--- src/rtl/gather_fifo.sv ---
// rtl/gather_fifo.sv - multi-port in-order buffer with lane compaction on enqueue
//
// Purpose: accepts a sparse mask of up to IN enqueue lanes per cycle, packs the
// set lanes in ascending lane order into a circular store, and presents the OUT
// oldest entries for in-order retirement.
//
// Ports:
//   clk        rising-edge clock
//   reset      asynchronous active-high reset (head = tail = count = 0)
//   flush      synchronous clear of all entries, beats enqueue and dequeue
//   we         sparse enqueue mask, lane k valid when we[k] = 1
//   in         enqueue data, one DATA-wide word per lane
//   in_ready   buffer can absorb any we pattern this cycle
//   out        oldest entries, lane 0 oldest, zero when not valid
//   out_valid  thermometer code, out_valid[k] = (count > k)
//   re         dequeue request per output lane
//   count      number of occupied entries
module gather_fifo #(
   parameter int DATA  = 32,
   parameter int IN    = 4,
   parameter int OUT   = 2,
   parameter int DEPTH = 16
) (
   input  logic                           clk,
   input  logic                           reset,
   input  logic                           flush,
   input  logic [IN-1:0]                  we,
   input  logic [IN-1:0][DATA-1:0]        in,
   output logic                           in_ready,
   output logic [OUT-1:0][DATA-1:0]       out,
   output logic [OUT-1:0]                 out_valid,
   input  logic [OUT-1:0]                 re,
   output logic [$clog2(DEPTH):0]         count
);

   localparam int PW = $clog2(DEPTH);
   localparam int CW = PW + 1;

   logic [DATA-1:0] mem [DEPTH];
   logic [PW-1:0]   head;
   logic [PW-1:0]   tail;
   logic [CW-1:0]   count_q;

   logic [PW-1:0]   wr_idx [IN];
   logic [CW-1:0]   nenq;
   logic [CW-1:0]   ndeq;
   logic            enq_fire;
   logic            run;

   assign count    = count_q;
   // Readiness looks only at registered count, so a same-cycle dequeue can
   // never open room for a same-cycle enqueue.
   assign in_ready = (count_q <= CW'(DEPTH - IN));
   assign enq_fire = in_ready && (|we);

   // Each set lane lands at tail plus the number of set lanes below it.
   always_comb begin
      nenq = '0;
      for (int k = 0; k < IN; k++) begin
         wr_idx[k] = tail + nenq[PW-1:0];
         if (we[k]) begin
            nenq = nenq + CW'(1);
         end
      end
   end

   always_comb begin
      for (int k = 0; k < OUT; k++) begin
         out_valid[k] = (count_q > CW'(k));
         out[k]       = out_valid[k] ? mem[head + PW'(k)] : '0;
      end
   end

   // Only the leading run of granted lanes retires; a hole stops the run.
   always_comb begin
      ndeq = '0;
      run  = 1'b1;
      for (int k = 0; k < OUT; k++) begin
         if (run && re[k] && out_valid[k]) begin
            ndeq = ndeq + CW'(1);
         end else begin
            run = 1'b0;
         end
      end
   end

   always_ff @(posedge clk or posedge reset) begin
      if (reset) begin
         head    <= '0;
         tail    <= '0;
         count_q <= '0;
      end else if (flush) begin
         head    <= '0;
         tail    <= '0;
         count_q <= '0;
      end else begin
         if (enq_fire) begin
            tail <= tail + nenq[PW-1:0];
         end
         head    <= head + ndeq[PW-1:0];
         count_q <= count_q + (enq_fire ? nenq : '0) - ndeq;
      end
   end

   // Storage carries no reset; stale words are masked by out_valid.
   always_ff @(posedge clk) begin
      if (enq_fire && !flush) begin
         for (int k = 0; k < IN; k++) begin
            if (we[k]) begin
               mem[wr_idx[k]] <= in[k];
            end
         end
      end
   end

endmodule

--- config.mk ---
export PLATFORM = sky130hd
export DESIGN_NAME = gather_fifo
export DESIGN_NICKNAME = d
export VERILOG_FILES = /design/src/rtl/gather_fifo.sv
export SDC_FILE = /design/constraint.sdc
export NUM_CORES = 2
export LEC_CHECK = 0
export CORE_MARGIN = 2
export CORE_UTILIZATION = 35
export CTS_CLUSTER_DIAMETER = 80
export DETAILED_ROUTE_END_ITERATION = 10
export PLACE_DENSITY_LB_ADDON = 0.25
export SYNTH_ARGS = -nofsm -noshare
export SYNTH_HDL_FRONTEND = slang
export SYNTH_SLANG_ARGS = --single-unit
--- constraint.sdc ---
create_clock -name clk -period 3.54 [get_ports clk]
set_input_delay 0.354 -clock clk [delete_from_list [all_inputs] [get_ports clk]]
set_output_delay 0.354 -clock clk [all_outputs]
set_load 0.1 [all_outputs]
==> run metrics <==
hpwl dp=about 150 mm; Max Cap Viol=0; Flop pwr share=a little under a fifth; cell count after synthesis=~4.4k; global-route wire length before repair=about 320 mm; # DRC=0; Post-synth top flop=edfxtp_1; placed cell area=roughly 50,000 µm²; CP startpoint kind=flip-flop; post-route setup slack=~0.0027 ns; Starting Density=35.4%; Warnings, synthesis=0; CTS hold repair buffers=0; Setup Skew=~0.028 ns; Rows=roughly 130; Die Y=356 µm; P_int=~24 mW; Num CTS Buffers=a little under 70; worst-case clock buffer depth=3; fraction of registers with async set/reset=approximately 2.5%; power density cells=just under 900 nW/µm²; n_diodes=0; DP Cell Count=between 5k and 6k; Detailed Route WL=between 200 and 250 mm; synthesized area=~43,000 µm²; die width=~360 µm; arrival time at the worst endpoint=3.18 ns; Period minus WS final=3.54 ns; drt wl/cell=37.7 µm; outcome=completed; crit-path cells=buf_4 -> buf_16 -> mux4_2 -> mux4_2 -> nor2b_1 -> buf_12; fin cells=between 6k and 7k; core area=roughly 120,000 µm²; worst-path fanout max=24; Clock Sinks=525; Top cell by count, worst path=mux4_2; P&R area growth vs syn=25.7%; combinational share of power=about 67%; Detailed Routing Iterations Pass 1=6; register-to-register setup slack=between 0.15 and 0.2 ns; sequential share of the synthesized area=a little over a third; 1st-iter DRT viols=7,947; RSZ-0062 raised after global routing=yes; Clk pwr share=approximately 15%; Top Family by Delay on Critical Path=multiplexers; r2r worst-path depth=11; initial antenna violation count=7; die area=approximately 130,000 µm²; final core utilization=approximately 44%; relative slew slack=30.4%; vias in the first global route=41.9k; syn nets=around 4.5k; Setup violations, final=0; crit path kind=flip-flop to output pin; Buf/Inv on CP=3; Psw=about 23 mW; clock-pin transition on the worst setup and hold timing paths=0.06 ns; via count=44.4k; gr ovfl total=0; Critical R2R Capture=mem[2][13]; critical path depth=6; leakage power=approximately 16 nW; Peak VDD IR=roughly 1200 µV; HP Class=primary input to asynchronous set/reset pin; clk root buf=clkbuf_16; layout cell share with drive strength beyond 1=26.9%; CTS H-tree lvls=3; gr usage total=between 30% and 40%; fmax=between 200 and 300 MHz; Fin. Hold Viols=0; Worst-Skew Late Latency=~0.67 ns; Hold Slack=0.0685 ns; Worst setup EP type=output pin; setup tns final=0 ns; Netlist cell types=between 60 and 70; switching share of power=49.2%; Routed Antenna Nets=0; # nets final=between 4k and 5k; Worst Tran Pin Value=~1.0 ns; DP Worst Slack=-0.448 ns; Post-synth EDFFs=between 500 and 600; Max Transition Viols Final=0; Ports=209; max incr delay on CP=between 0.5 and 0.6 ns; syn_area_per_cell=approximately 10 µm²; largest net degree at the start of global routing=85; Synth Register Bits=about 530; Final Cell Area=54,400 µm²; Final period util=99.9%; port bufs=208; Placer Congestion=roughly 0.96; reg2reg start=tail[1]; Slowest-stage cell, CP=mux4_2; CP Data Required Time=~3.2 ns; Tot Pwr=~47 mW; DR vias/cell=between 7 and 8; CTS tree=done; fillers=around 11k
synthesized netlist by cell type, types with 5 or more instances:
master | instances | area [µm²]
nor2_2 | 83 | 519
clkbuf_1 | 478 | 1790
nor4_2 | 7 | 87.6
nand2_1 | 602 | 2260
buf_2 | 101 | 505
buf_4 | 7 | 52.6
a221oi_1 | 380 | 3330
buf_6 | 19 | 214
nor3_1 | 265 | 1330
nand3_1 | 13 | 65.1
xnor2_1 | 8 | 70.1
dfrtp_1 | 13 | 325
nand2b_1 | 12 | 75.1
a2111oi_0 | 65 | 569
and2_1 | 5 | 31.3
ha_1 | 24 | 300
o2bb2ai_1 | 62 | 543
fa_1 | 6 | 120
nor2_4 | 30 | 338
a21oi_1 | 27 | 135
a21o_1 | 5 | 37.5
o31ai_1 | 512 | 3840
edfxtp_1 | 512 | 15400
nor4_1 | 10 | 62.6
nor2b_1 | 74 | 463
xor2_1 | 8 | 70.1
mux2i_1 | 37 | 370
inv_1 | 22 | 82.6
nor2_1 | 286 | 1070
a211oi_1 | 201 | 1510
mux4_2 | 288 | 6490
buf_1 | 98 | 368
and3_1 | 38 | 238
or4_1 | 6 | 45.0
or3_1 | 8 | 50.1
registers in the layout, indices dropped and copies added (netlist names):
register,count
count,5
head,4
mem,512
tail,4
cells in the final DEF, fill, tap and decap left out, drive strengths merged, types with 6 or more instances in the layout:
cell type / count
a221oi: 384
bufbuf: 7
mux4: 288
o2bb2ai: 63
a21oi: 27
inv: 23
nor2: 399
and3: 38
a211oi: 201
buf: 517
dfrtp: 13
or4: 9
a2111oi: 65
ha: 24
clkdlybuf4s50: 141
o31ai: 514
edfxtp: 512
nand2: 603
fa: 6
nor4: 17
clkinv: 27
nor2b: 74
nand3: 13
o21ai: 6
nor3: 265
mux2i: 37
xor2: 8
nand2b: 12
xnor2: 8
or3: 8
clkbuf: 90
repair_timing:
item,4_1_cts,5_1_grt
pin swaps,5,1
resized for setup,35,9
gates cloned,9,6
setup buffers,14,5
endpoints found under the setup margin,49,43
layer usage:
| metal | up-vias | GRT usage (%) | wire length, µm |
|---|---|---|---|
| li1 | 17422 | - | - |
| met1 | 21540 | 45.2 | 80700 |
| met2 | 4484 | 51.3 | 96400 |
| met3 | 953 | 10.8 | 34700 |
| met4 | 12 | 22.0 | 17300 |
| met5 | - | 0 | 91 |
logic make-up after synthesis:
| group | count (synthesis) | synth area share, % |
|---|---|---|
| fa+ha+maj | 30 | 0.972 |
| xor+xnor | 16 | 0.324 |
| flops | 525 | 36.3 |
| simple gates | 1465 | 15.9 |
| compound gates | 1282 | 23.7 |
| other cells | 1 | 0.00867 |
| buf+inv | 725 | 6.97 |
| mux | 326 | 15.9 |
how the worst max path moves through the flow:
stage	start	endpoint	slack [ns]
floorplan	count[4]	count[3]	-0.41
global placement	we[0]	mem[4][18]	-0.43
detailed placement	we[0]	mem[2][17]	-0.45
CTS	head[1]	out[8]	-0.07
global route	head[1]	out[8]	-0.04
finish	head[1]	out[8]	0.003
worst register-to-register path: cells and delay by family (launching register included):
| family | cells | cell delay [ns] |
|---|---|---|
| flops | 1 | 0.46 |
| simple gates | 1 | 0.22 |
| compound gates | 3 | 0.73 |
| fa+ha+maj | 1 | 0.59 |
| buf+inv | 5 | 0.91 |
| mux | 1 | 0.23 |
power groups by stage:
stage / logic, mW / clock network [mW] / registers (mW)
after floorplan: 18.5 / 0 / 8.72
after global placement: 29.7 / 0 / 8.89
after detailed placement: 29.8 / 0 / 8.92
after CTS: 30.7 / 6.91 / 8.82
after global routing: 32.3 / 7.12 / 8.89
final: 31.6 / 6.93 / 8.85
cell type report:
class                           count  area (µm²)  share of cell area, %
Multi-Input combinational cell   3120       25700                   47.4
Sequential cell                   525       15700                   28.9
Timing Repair Buffer              670        8660                   15.9
Tap cell                         1625        2030                   3.74
Clock buffer                       85        1830                   3.37
Clock inverter                     34         275                  0.506
Inverter                           22        86.3                  0.159
(Power assumes the default switching activity.)
